--- src/rtl/mem_arbiter.sv ---
// Round-robin arbiter sharing one single-ported 16-bit memory between CPU fetch and
// load/store ports; one transaction in flight, with a read-wait watchdog.
module mem_arbiter #(
    parameter int TIMEOUT = 255,
    parameter int CW      = 8
) (
    input  logic        clk,
    input  logic        rst,
    input  logic        if_req,
    input  logic [15:0] if_addr,
    output logic        if_ack,
    output logic [15:0] if_rdata,
    input  logic        d_req,
    input  logic        d_we,
    input  logic [15:0] d_addr,
    input  logic [15:0] d_wdata,
    output logic        d_ack,
    output logic [15:0] d_rdata,
    output logic        mem_req,
    output logic        mem_we,
    output logic [15:0] mem_addr,
    output logic [15:0] mem_wdata,
    input  logic        mem_ready,
    input  logic        mem_rvalid,
    input  logic [15:0] mem_rdata,
    output logic        busy,
    output logic        timeout_err
);

    typedef enum logic [1:0] {IDLE, ISSUE, WAIT, RESP} state_t;

    typedef struct packed {
        logic [15:0] addr;
        logic [15:0] wdata;
        logic        we;
        logic        is_data;
    } cmd_t;

    localparam bit            WDOG_EN  = (TIMEOUT != 0);
    localparam logic [CW-1:0] LAST_CNT = CW'(TIMEOUT - 1);

    state_t        state_q, state_d;
    cmd_t          cmd_q;
    logic          last_data_q;
    logic [CW-1:0] cnt_q;
    logic          grant, grant_data, expire, resolve;

    // Data wins unless fetch is also asking and data had the previous grant.
    assign grant      = (state_q == IDLE) && (if_req || d_req);
    assign grant_data = d_req && (!if_req || !last_data_q);

    // rvalid on the final wait cycle still counts as a hit.
    assign expire  = WDOG_EN && (state_q == WAIT) && !mem_rvalid && (cnt_q == LAST_CNT);
    assign resolve = (state_q == WAIT) && (mem_rvalid || expire);

    always_comb begin
        state_d = state_q;
        unique case (state_q)
            IDLE:  if (grant) state_d = ISSUE;
            ISSUE: if (mem_ready) state_d = cmd_q.we ? RESP : WAIT;
            WAIT:  if (resolve) state_d = RESP;
            RESP:  state_d = IDLE;
            default: state_d = IDLE;
        endcase
    end

    always_ff @(posedge clk or negedge rst) begin
        if (!rst) begin
            state_q     <= IDLE;
            cmd_q       <= '0;
            last_data_q <= 1'b0;
            cnt_q       <= '0;
            if_rdata    <= '0;
            d_rdata     <= '0;
            timeout_err <= 1'b0;
        end else begin
            state_q <= state_d;
            if (grant) begin
                cmd_q.addr    <= grant_data ? d_addr : if_addr;
                cmd_q.wdata   <= grant_data ? d_wdata : 16'h0000;
                cmd_q.we      <= grant_data & d_we;
                cmd_q.is_data <= grant_data;
                last_data_q   <= grant_data;
            end
            cnt_q <= (state_q == WAIT) ? cnt_q + CW'(1) : '0;
            if (resolve) begin
                if (cmd_q.is_data) d_rdata  <= mem_rvalid ? mem_rdata : 16'h0000;
                else               if_rdata <= mem_rvalid ? mem_rdata : 16'h0000;
            end
            if (expire) timeout_err <= 1'b1;
        end
    end

    assign busy      = (state_q != IDLE);
    assign mem_req   = (state_q == ISSUE);
    assign mem_we    = mem_req & cmd_q.we;
    assign mem_addr  = cmd_q.addr;
    assign mem_wdata = cmd_q.wdata;
    assign if_ack    = (state_q == RESP) && !cmd_q.is_data;
    assign d_ack     = (state_q == RESP) && cmd_q.is_data;

endmodule

--- config.mk ---
export PLATFORM = sky130hd
export DESIGN_NAME = mem_arbiter
export DESIGN_NICKNAME = d
export VERILOG_FILES = /design/src/rtl/mem_arbiter.sv
export SDC_FILE = /design/constraint.sdc
export NUM_CORES = 1
export LEC_CHECK = 0
export CORE_ASPECT_RATIO = 1.5
export CORE_MARGIN = 5
export CORE_UTILIZATION = 25
export DETAILED_ROUTE_END_ITERATION = 10
export GPL_ROUTABILITY_DRIVEN = 1
export MAX_ROUTING_LAYER = met4
export PLACE_DENSITY_LB_ADDON = 0.1
export SLEW_MARGIN = 10
export SYNTH_ARGS = -nofsm -noshare
export SYNTH_HDL_FRONTEND = slang
export SYNTH_SLANG_ARGS = --single-unit
--- constraint.sdc ---
create_clock -name clk -period 2.1 [get_ports clk]
set_clock_uncertainty 0.2 [all_clocks]
set_input_delay 0.315 -clock clk [delete_from_list [all_inputs] [get_ports clk]]
set_output_delay 0.315 -clock clk [all_outputs]
set_load 0.05 [all_outputs]
# Yosys cells after proc, flatten, opt, wreduce, memory -nomap -nowiden

Cells that the tools add are included.

Flip-flop bits (word level): 77
Bits of input ports: 71
Word-level logic and storage cells: 47

Add/sub/neg operators: 1
Equality and inequality tests: 7
Muxes and demuxes: 9
Bitwise logic cells: 3
Reductions and logical operators: 18

Operators by type and width:

| cell                                                                    | number |
|---|---|
| 16-bit two-way mux                                                      | 3 |
| 8-bit by 1-bit adder with 8-bit output, second input constant           | 1 |
| 8-bit equality test, second input constant                              | 1 |
| 8-bit two-way mux                                                       | 1 |
| 2-bit one-hot mux with 4 select lines                                   | 1 |
| 1-bit logical AND                                                       | 7 |
| 2-bit two-way mux                                                       | 3 |
| 2-bit equality test, second input constant                              | 2 |
| 2-bit inequality test, second input constant                            | 2 |
| 2-bit AND reduction                                                     | 2 |
| 1-bit zero test                                                         | 3 |
| 1-bit logical OR                                                        | 3 |
| 3-bit AND reduction                                                     | 1 |
| 1-bit AND                                                               | 2 |
| 2-bit by 1-bit equality test with 1-bit output, second input constant   | 1 |
| 2-bit zero test                                                         | 1 |
| 2-bit by 1-bit inequality test with 1-bit output, second input constant | 1 |
| 2-bit nonzero test                                                      | 1 |
| 1-bit two-way mux                                                       | 1 |
| 1-bit inverter                                                          | 1 |

# Longest topological paths before layout

Gate-level depths: netlist (run 1).

Word-level depth: 7
Depth in mapped cells: 7
Mapped depth without buffers: 6

# Least setup slack after synthesis (run 1)

Ideal clock, no wire load.

Path type: flip-flop to flip-flop
Start: register state_q[0]
End: register state_q[1]
Data arrival time: 1.693 ns
Data required time: 1.775 ns
Setup slack: 0.082 ns
Stages on the path, launching flop included: 7
Path buffers: 0
Cell sequence: dfrtp_1 -> inv_1 -> ha_1 -> inv_1 -> o32a_1 -> nand2_1 -> mux2_2

Longest elaborated chain between the ends: 7
Elaborated cells on any way between the ends: 14

Ends and longest elaborated chain:

| item                            | RTL line   | source |
|---|---|---|
| from (decl)                     | 42         | `state_t state_q, state_d;` |
| from (signal assigned)          | 77         | `state_q <= state_d;` |
| 2-bit equality test             | 53, 54, 58 |  |
| 1-bit logical AND (2 in a row)  | 53         | `assign expire = WDOG_EN && (state_q == WAIT) && !mem_rvalid && (cnt_q == LAST_CNT);` |
| 1-bit logical OR                | 54         | `assign resolve = (state_q == WAIT) && (mem_rvalid \|\| expire);` |
| 1-bit logical AND               | 54         |  |
| 2-bit inequality test (no line) | --         |  |
| 3-bit AND reduction (no line)   | --         |  |

Parallel ways exist; a longest one is shown, timed or not.
A chain may end at the register's enable or synchronous reset.

# Worst setup path after layout (run 1)

Start: register if_rdata[0]
End: output if_rdata[0]

RTL lines:

| item                   | RTL line | source |
|---|---|---|
| from (decl)            | 12       | `output logic [15:0] if_rdata,` |
| from (signal assigned) | 88       | `else if_rdata <= mem_rvalid ? mem_rdata : 16'h0000;` |

No word-level cell between the ends.

==> results of run 1 <==
[per-layer routing]
layer / global-route usage, % / vias to the layer above
met2: 20.1 / 95
met5: - / -
met4: 4.88 / 0
li1: - / 1228
met1: 14.0 / 1270
met3: 4.36 / 13
[where the power goes]
part           internal, mW  switching (mW)
Sequential             2.11           0.383
Combinational          1.86            3.21
Clock                 0.830           0.684
[Yosys cell counts, drive strengths merged]
cell type  number  share of area (%)
dfrtp          77                 56
buf            41                8.9
a32o           31                9.0
nand2          20                2.2
o21ai          18                2.6
a22o           17                4.3
mux2i          16                4.6
clkbuf         10                1.1
and2            9                1.6
ha              6                2.2
inv             6               0.65
nand3           5               0.87
nor2b           5               0.90
xnor2           5                1.3
a21o            2               0.43
nand4           2               0.54
nor2            2               0.22
a21boi          1               0.22
a41oi           1               0.25
and3            1               0.18
and4            1               0.25
mux2            1               0.33
nand3b          1               0.33
o21bai          1               0.33
o2bb2a          1               0.29
o2bb2ai         1               0.25
o32a            1               0.29
xor2            1               0.25
[cells by family after synthesis]
family	synth area share [%]
buffers and inverters	10.7
flip-flops	55.7
AO/OA/AOI/OAI	17.9
adder cells (fa/ha/maj)	2.17
AND/OR/NAND/NOR	7.09
multiplexers	4.95
XOR/XNOR	1.52
[worst paths after layout]
path                                        endpoint
setup / recovery                         if_rdata[0]
hold / removal             mem_wdata[13]$_DFFE_PN0P_
setup reg to reg            mem_wdata[7]$_DFFE_PN0P_
hold reg to reg              mem_addr[1]$_DFFE_PN0P_
max in group asynchronous         cnt_q[0]$_DFF_PN0_
min in group clk             mem_addr[1]$_DFFE_PN0P_
[layout make-up]
| cell class | count | area (um2) |
|---|---|---|
| well taps | 162 | 203 |
| fillers | 1353 | 8330 |
| clock buffers | 9 | 225 |
| flip-flops and latches | 77 | 1930 |
| multi-input cells | 149 | 1180 |
| inverters | 6 | 22.5 |
| repair buffers | 156 | 1580 |
| clock inverters | 7 | 63.8 |
[flip-flops by register name, indices dropped and copies added (netlist names)]
signal,cells
last_data_q,1
d_rdata,16
if_rdata,16
timeout_err,1
cmd_q,1
state_q,2
mem_addr,16
cnt_q,8
mem_wdata,16
[per-stage QoR]
stage / std cells / worst slack [ns] / area, um2 / utilization (%) / power [mW]
6_report: 566 / 0.0442 / 5200 / 38.4 / 9.07
5_1_grt: 566 / 0.00145 / 5200 / 38.4 / 9.56
4_1_cts: 566 / 0.0201 / 5190 / 38.4 / 9.22
3_5_place_dp: 549 / 0.0305 / 4900 / 36.2 / 7.65
3_3_place_gp: 549 / 0.0418 / 4900 / 36.2 / 7.63
2_1_floorplan: 283 / 0.0822 / 3460 / - / 6.13
[repair_timing]
item | in CTS | in global routing
endpoints found under the hold margin | 32 | 0
hold buffers | 1 | 0
resized for setup | 0 | 2
buffers inserted | 0 | 0
endpoints found under the setup margin | 0 | 2
[worst register-to-register path, delay by kind of cell, from the launching register on]
family                     cells  cell delay (ns)
and+or+nand+nor                1             0.56
DFF                            1             0.42
buffers and inverters          2             0.24
AOI/OAI and AO/OA              1             0.23
adders and majority gates      1             0.17
==> results.py, run 1 <==
metrics = {
    "layout": {
        "area_growth_pct": 50.3,
        "diodes": 0,
        "layout-drive-gt1-share_pct": 13.1,
        "num-nets-final": 476,
        "mostFrequentLayoutCells": "123 x clkdlybuf4s50_1, 77 x dfrtp_1, 31 x a32o_1",
        "layout_commonest_cell": "clkdlybuf4s50_1",
    },
    "synth": {
        "synth_area_per_cell_um2": 12.2,
        "ys_seq_area_share_pct": 55.7,
        "synth_seq_cells": 77,
        "yosysUniqueCellTypes": 33,
        "synth_nets": 360,
        "postSynthCellCount": 283,
        "syn_area_mm2": 0.00346,
        "ys_warn_count": 0,
    },
    "routing": {
        "drtPass1Iterations": 4,
        "drcViolationCount": 0,
        "wirelength_mm": 9.61,
        "route.met3.wl_um": 686,
        "m1WireLength_mm": 3.87,
        "antenna_left": 0,
        "maxUsedRoutingLayer": "met4",
        "route.met2.wl_mm": 4.86,
        "post_drt_wl_per_cell_um": 17.0,
        "drtIter0Drc": 125,
        "num_vias": 2606,
        "via_per_inst": 4.60,
    },
    "setup_path": {
        "endpoint_kind": "output pin",
        "startpoint_type": "flop",
        "r2r_slack_ns": 0.20,
        "cp.depth": 1,
        "worst_path_largest_cell_delay_ns": 0.82,
        "path_cells": "clkdlybuf4s50_1",
        "required_ns": 1.58,
        "crit_buf_inv": 1,
        "reg2reg_depth": 5,
        "cp.arrival_ns": 1.54,
        "cp_slowest_cell": "clkdlybuf4s50_1",
        "cpLargestDelayFamily": "buffers and inverters",
        "crit_type": "flop to output pin",
        "worstPathMaxFanout": 2,
        "startpoint": "if_rdata[0]$_DFFE_PN0P_",
        "r2r_start": "state_q[0]$_DFFE_PN0P_",
    },
    "die": {
        "coreArea_mm2": 0.0135,
        "start_util_pct": 25.6,
        "dieArea_mm2": 0.0163,
        "die_height_um": 154,
        "rows": 52,
        "dieWidth_um": 106,
        "ios": 141,
    },
    "placement": {
        "gp_congestion": 0.754,
        "dp_hpwl_mm": 7.01,
        "port_buffers": 140,
    },
    "sta": {
        "setup_tns_ns": 0,
        "setup_viol": 0,
        "final_max_slew_viol_count": 0,
        "slew_headroom_pct": 54.3,
        "fmax_mhz": 486,
        "tightest_slew_ns": 0.685,
        "finalHoldViolations": 0,
        "hold_ws_ns": 0.265,
        "min_period_ns": 2.06,
        "rsz0062_at_grt": "false",
        "fin_crit_sh_pct": 97.9,
    },
    "cts": {
        "cts_buffers": 9,
        "clockBufferDepth": 2,
        "cts_tree": "built",
        "clk_pin_slew_worst_paths_ns": 0.07,
        "h-tree-depth": 3,
        "worstSkewPairLatency_ns": 0.33,
        "cts-root-buf": "clkbuf_16",
        "clock-sinks": 77,
    },
    "global_routing": {
        "grt_first_pass_wirelength_mm": 15.4,
        "grtUsageTotal_pct": 12.4,
        "grt_antenna_before_repair": 0,
        "grt.overflow.total": 0,
        "first_global_vias": 2861,
        "grt_start_max_net_pins": 46,
    },
    "job": {
        "drv_cap": 0,
    },
    "power_and_ir_drop": {
        "power_density_mw_per_mm2": 1740,
        "vdd_drop_max_mv": 0.733,
        "power_leakage_nw": 2.30,
    },
    "hold_path": {
        "hp-class": "input port to async pin",
    },
    "outcome": {
        "outcome": "complete, no violations",
    },
}
No activity file was read; power rests on OpenSTA's default activity.
==> run 2, diff against run 1 <==
PLACE_DENSITY = 0.53   (was default)
PLACE_DENSITY_LB_ADDON = default   (was 0.1)
==> results.py, run 2 (synthesized netlist as in run 1, its figures left out) <==
metrics = {
    "outcome": {
        "outcome": "complete, no violations",
    },
    "setup_path": {
        "cpLargestDelayFamily": "buffers and inverters",
        "worst_path_largest_cell_delay_ns": 0.82,
        "worstPathMaxFanout": 2,
        "startpoint_type": "flop",
        "crit_buf_inv": 1,
        "crit_type": "flop to output pin",
        "endpoint_kind": "output pin",
        "path_cells": "clkdlybuf4s50_1",
        "cp.arrival_ns": 1.54,
        "required_ns": 1.58,
        "cp_slowest_cell": "clkdlybuf4s50_1",
    },
    "sta": {
        "hold_ws_ns": 0.268,
        "setup_viol": 0,
        "setup_ws_ns": 0.0458,
        "setup_tns_ns": 0,
        "fin_crit_sh_pct": 97.8,
        "min_period_ns": 2.05,
        "slew_headroom_pct": 50.5,
        "tightest_slew_ns": 0.739,
        "rsz0062_at_grt": "false",
        "finalHoldViolations": 0,
        "fmax_mhz": 487,
        "final_max_slew_viol_count": 0,
    },
    "die": {
        "dieArea_mm2": 0.0163,
        "rows": 52,
        "die_height_um": 154,
        "start_util_pct": 25.6,
        "coreArea_mm2": 0.0135,
        "ios": 141,
        "dieWidth_um": 106,
    },
    "layout": {
        "regArea_mm2": 0.00193,
        "num-nets-final": 479,
        "layout_commonest_cell": "clkdlybuf4s50_1",
        "area_growth_pct": 53.2,
        "multiInputGateArea_mm2": 0.00118,
        "n_fill_cell": 1328,
        "finalNonFillerCells": 569,
        "diodes": 0,
        "mostFrequentLayoutCells": "129 x clkdlybuf4s50_1, 77 x dfrtp_1, 31 x a32o_1",
        "layout-drive-gt1-share_pct": 12.8,
    },
    "global_routing": {
        "use_met1_pct": 14.5,
        "grt.overflow.total": 0,
        "grt_use_met2_pct": 20.6,
        "grt_first_pass_wirelength_mm": 15.6,
        "grt_antenna_before_repair": 0,
        "met3_usage_pct": 3.52,
        "grtUsageTotal_pct": 12.5,
        "first_global_vias": 2912,
        "grt_start_max_net_pins": 43,
        "top_usage_layer": "met2",
    },
    "cts": {
        "clockBufferDepth": 2,
        "worstSkewPairLatency_ns": 0.33,
        "h-tree-depth": 3,
        "cts_tree": "built",
        "cts-root-buf": "clkbuf_16",
        "clk_pin_slew_worst_paths_ns": 0.06,
        "cts_buffers": 9,
        "clock-sinks": 77,
    },
    "placement": {
        "dp_slack_ns": -0.0405,
        "port_buffers": 140,
        "dp.cells": 552,
        "gp_congestion": 0.767,
        "dp_hpwl_mm": 7.27,
    },
    "routing": {
        "post_drt_wl_per_cell_um": 17.0,
        "num_vias": 2626,
        "via_per_inst": 4.62,
        "wirelength_mm": 9.69,
        "drcViolationCount": 0,
        "antenna_left": 0,
        "drtIter0Drc": 126,
        "drtPass1Iterations": 5,
    },
    "job": {
        "drv_cap": 0,
    },
    "power_and_ir_drop": {
        "power_density_mw_per_mm2": 1780,
        "p_total_mw": 9.41,
        "power_leakage_nw": 2.33,
        "vdd_drop_max_mv": 0.754,
    },
    "hold_path": {
        "hp-class": "flop to flop",
    },
}
-- run 2: changes by cell type in the layout (fill, tap and decap cells not counted), sizes merged --
cell,change
clkdlybuf4s50,+6
buf,-2
bufinv,+2
inv,-2
dlymetal6s2s,-1
-- run 2: routing by layer --
metal | part of all wire [%] | wire length, um | vias up
met4 | 1.5 | 148 | 0
met2 | 52 | 5050 | 89
met1 | 41 | 3950 | 1288
met5 | 0 | 0 | -
met3 | 5.6 | 547 | 12
li1 | - | - | 1237
-- run 2: final timing paths --
| path | start | end | slack, ns | cells past startpoint |
|---|---|---|---|---|
| setup / recovery | d_rdata[0]$_DFFE_PN0P_ | d_rdata[0] | 0.05 | 1 |
| hold / removal | timeout_err$_DFFE_PN0P_ | timeout_err$_DFFE_PN0P_ | 0.27 | 1 |
| setup reg to reg | cnt_q[1]$_DFF_PN0_ | d_rdata[4]$_DFFE_PN0P_ | 0.21 | 5 |
| hold reg to reg | timeout_err$_DFFE_PN0P_ | timeout_err$_DFFE_PN0P_ | 0.27 | 1 |
| max in group asynchronous | rst | if_rdata[4]$_DFFE_PN0P_ | 0.80 | 3 |
| min in group asynchronous | rst | d_rdata[9]$_DFFE_PN0P_ | 0.28 | 2 |
-- run 2: through the flow --
step,instance area (um2),utilization (%)
4_1_cts,5300,39.2
2_1_floorplan,3460,-
3_5_place_dp,4960,36.6
6_report,5300,39.2
3_3_place_gp,4960,36.6
5_1_grt,5300,39.2
-- run 2: layout make-up --
class	instances	area share, %
flip-flops and latches	77	36.3
inverters	6	0.425
repair buffers	159	30.9
clock inverters	7	2.01
well taps	162	3.82
clock buffers	9	4.25
multi-input cells	149	22.3
-- run 2: report_power, final --
part / leakage (nW) / total, mW / switching, mW / internal, mW
Clock: 0.163 / 1.72 / 0.663 / 1.06
Sequential: 0.984 / 2.49 / 0.377 / 2.11
Combinational: 1.18 / 5.20 / 3.24 / 1.96
Total: 2.33 / 9.41 / 4.28 / 5.13
-- run 2: what timing repair did --
| action | 4_1_cts | 5_1_grt |
|---|---|---|
| endpoints found under the hold margin | 35 | 0 |
| hold buffers | 1 | 0 |
| buffers inserted | 0 | 0 |
| setup endpoints to repair | 15 | 1 |
| gates resized for setup | 1 | 1 |
==> run 3, diff against run 2 <==
DONT_BUFFER_PORTS = 1   (was default)
PLACE_DENSITY = 0.4   (was 0.53)
==> results.py, run 3 (synthesized netlist as in run 1, its figures left out) <==
metrics = {
    "cts": {
        "cts_tree": "built",
        "worstSkewPairLatency_ns": 0.33,
        "clock-sinks": 77,
        "clockBufferDepth": 2,
        "clk_pin_slew_worst_paths_ns": 0.07,
        "h-tree-depth": 3,
        "cts_buffers": 9,
        "hold_buffers": 57,
        "cts-root-buf": "clkbuf_16",
    },
    "routing": {
        "post_drt_wl_per_cell_um": 18.2,
        "num_vias": 2341,
        "antenna_left": 0,
        "drtIter0Drc": 72,
        "drtPass1Iterations": 4,
        "drcViolationCount": 0,
        "wirelength_mm": 8.77,
        "via_per_inst": 4.86,
    },
    "setup_path": {
        "path_cells": "inv_1, ha_1, inv_1, o32a_1, nand2_1, mux2_2",
        "worstPathMaxFanout": 5,
        "reg2reg_depth": 6,
        "crit_type": "flop to flop",
        "cp_slowest_cell": "dfrtp_1",
        "worst_path_largest_cell_delay_ns": 0.42,
        "endpoint_kind": "flop",
        "required_ns": 2.11,
        "crit_buf_inv": 2,
        "r2r_start": "state_q[0]$_DFFE_PN0P_",
        "cp.depth": 6,
        "startpoint": "state_q[0]$_DFFE_PN0P_",
        "startpoint_type": "flop",
        "cp.arrival_ns": 2.01,
        "crit_top_cell": "inv_1",
        "cpLargestDelayFamily": "flip-flops",
    },
    "layout": {
        "layout-drive-gt1-share_pct": 12.2,
        "num-nets-final": 392,
        "diodes": 0,
        "finalNonFillerCells": 482,
        "fin_util_pct": 32.1,
        "n_fill_cell": 1374,
        "area_growth_pct": 25.4,
        "mostFrequentLayoutCells": "77 x dfrtp_1, 54 x dlygate4sd3_1, 31 x a32o_1",
        "layout_commonest_cell": "dfrtp_1",
    },
    "power_and_ir_drop": {
        "swShare_pct": 51.9,
        "power_leakage_nw": 1.95,
        "power_density_mw_per_mm2": 1790,
        "vdd_drop_max_mv": 0.707,
        "p_int_mw": 3.73,
        "clkPwrFrac_pct": 18.5,
        "p_switching_mw": 4.02,
        "p_comb_share_pct": 22.5,
        "p_seq_share_pct": 58.9,
    },
    "global_routing": {
        "grt_first_pass_wirelength_mm": 14.0,
        "grt.overflow.total": 0,
        "grtUsageTotal_pct": 11.3,
        "first_global_vias": 2505,
        "grt_start_max_net_pins": 78,
        "grt_antenna_before_repair": 0,
    },
    "sta": {
        "tightest_slew_ns": 1.13,
        "final_max_slew_viol_count": 0,
        "setup_viol": 0,
        "setup_tns_ns": 0,
        "hold_ws_ns": -0.525,
        "fin_crit_sh_pct": 94.9,
        "finalHoldViolations": 77,
        "min_period_ns": 1.99,
        "rsz0062_at_grt": "false",
        "setup_ws_ns": 0.106,
        "slew_headroom_pct": 24.3,
        "fmax_mhz": 502,
    },
    "outcome": {
        "outcome": "finished, violations left",
        "violations": "negative hold slack",
    },
    "die": {
        "dieWidth_um": 106,
        "start_util_pct": 25.6,
        "coreArea_mm2": 0.0135,
        "dieArea_mm2": 0.0163,
        "ios": 141,
        "rows": 52,
        "die_height_um": 154,
    },
    "hold_path": {
        "hp-class": "input port to async pin",
    },
    "placement": {
        "dp.cells": 407,
        "dp_slack_ns": 0.105,
        "port_buffers": 0,
        "gp_congestion": 0.694,
        "dp_hpwl_mm": 5.63,
    },
    "job": {
        "drv_cap": 0,
    },
}
run 3: changes by cell type in the layout (fill, tap and decap cells not counted), sizes merged, moves of 2 or more:
cell and delta:
bufinv -2, clkdlybuf4s50 -129, dlymetal6s4s +3, buf -13, dlygate4sd3 +53, clkinvlp +4, inv -3
run 3: path summary, 6_finish.rpt:
check                      slack, ns                         to
max                             0.11     state_q[1]$_DFFE_PN0P_
min                            -0.52     d_rdata[1]$_DFFE_PN0P_
max reg2reg                     0.11     state_q[1]$_DFFE_PN0P_
min reg2reg                     0.34         cnt_q[0]$_DFF_PN0_
max in group asynchronous       2.12  mem_wdata[13]$_DFFE_PN0P_
min in group clk                0.01    mem_addr[6]$_DFFE_PN0P_
run 3: routing by layer:
layer  GRT usage, %  part of all wire (%)  wire, um  up-vias
li1               -                     -         -     1063
met1           12.2                    40      3480     1167
met2           18.9                    49      4290      103
met3           4.70                    10       876        8
met4           3.52                   1.3       116        0
met5              -                     0         0        -
run 3: repair_timing:
action / in CTS / in global routing
gates resized for setup: 0 / 7
setup endpoints to repair: 0 / 12
endpoints found under the hold margin: 138 / 77
setup buffers: 0 / 2
run 3: layout make-up:
cell class              instances  area [um2]  area share [%]
repair buffers                 72         728            16.8
clock buffers                   9         225            5.19
flip-flops and latches         77        1930            44.4
multi-input cells             149        1180            27.2
clock inverters                 7        52.6            1.21
inverters                       6        22.5           0.519
well taps                     162         203            4.67
run 3: through the flow:
step	area [um2]	total power [mW]
floorplan	3460	6.13
global placement	3450	6.21
detailed placement	3450	6.25
CTS	4300	7.84
global route	4340	8.20
finish	4340	7.75
run 3: power by group through the flow:
| stage | sequential, mW | combinational [mW] | clock (mW) |
|---|---|---|---|
| after global routing | 4.67 | 1.95 | 1.58 |
| after global placement | 4.62 | 1.59 | 0 |
| after floorplan | 3.39 | 2.74 | 0 |
| final | 4.57 | 1.75 | 1.44 |
| after CTS | 4.59 | 1.75 | 1.50 |
| after detailed placement | 4.62 | 1.63 | 0 |
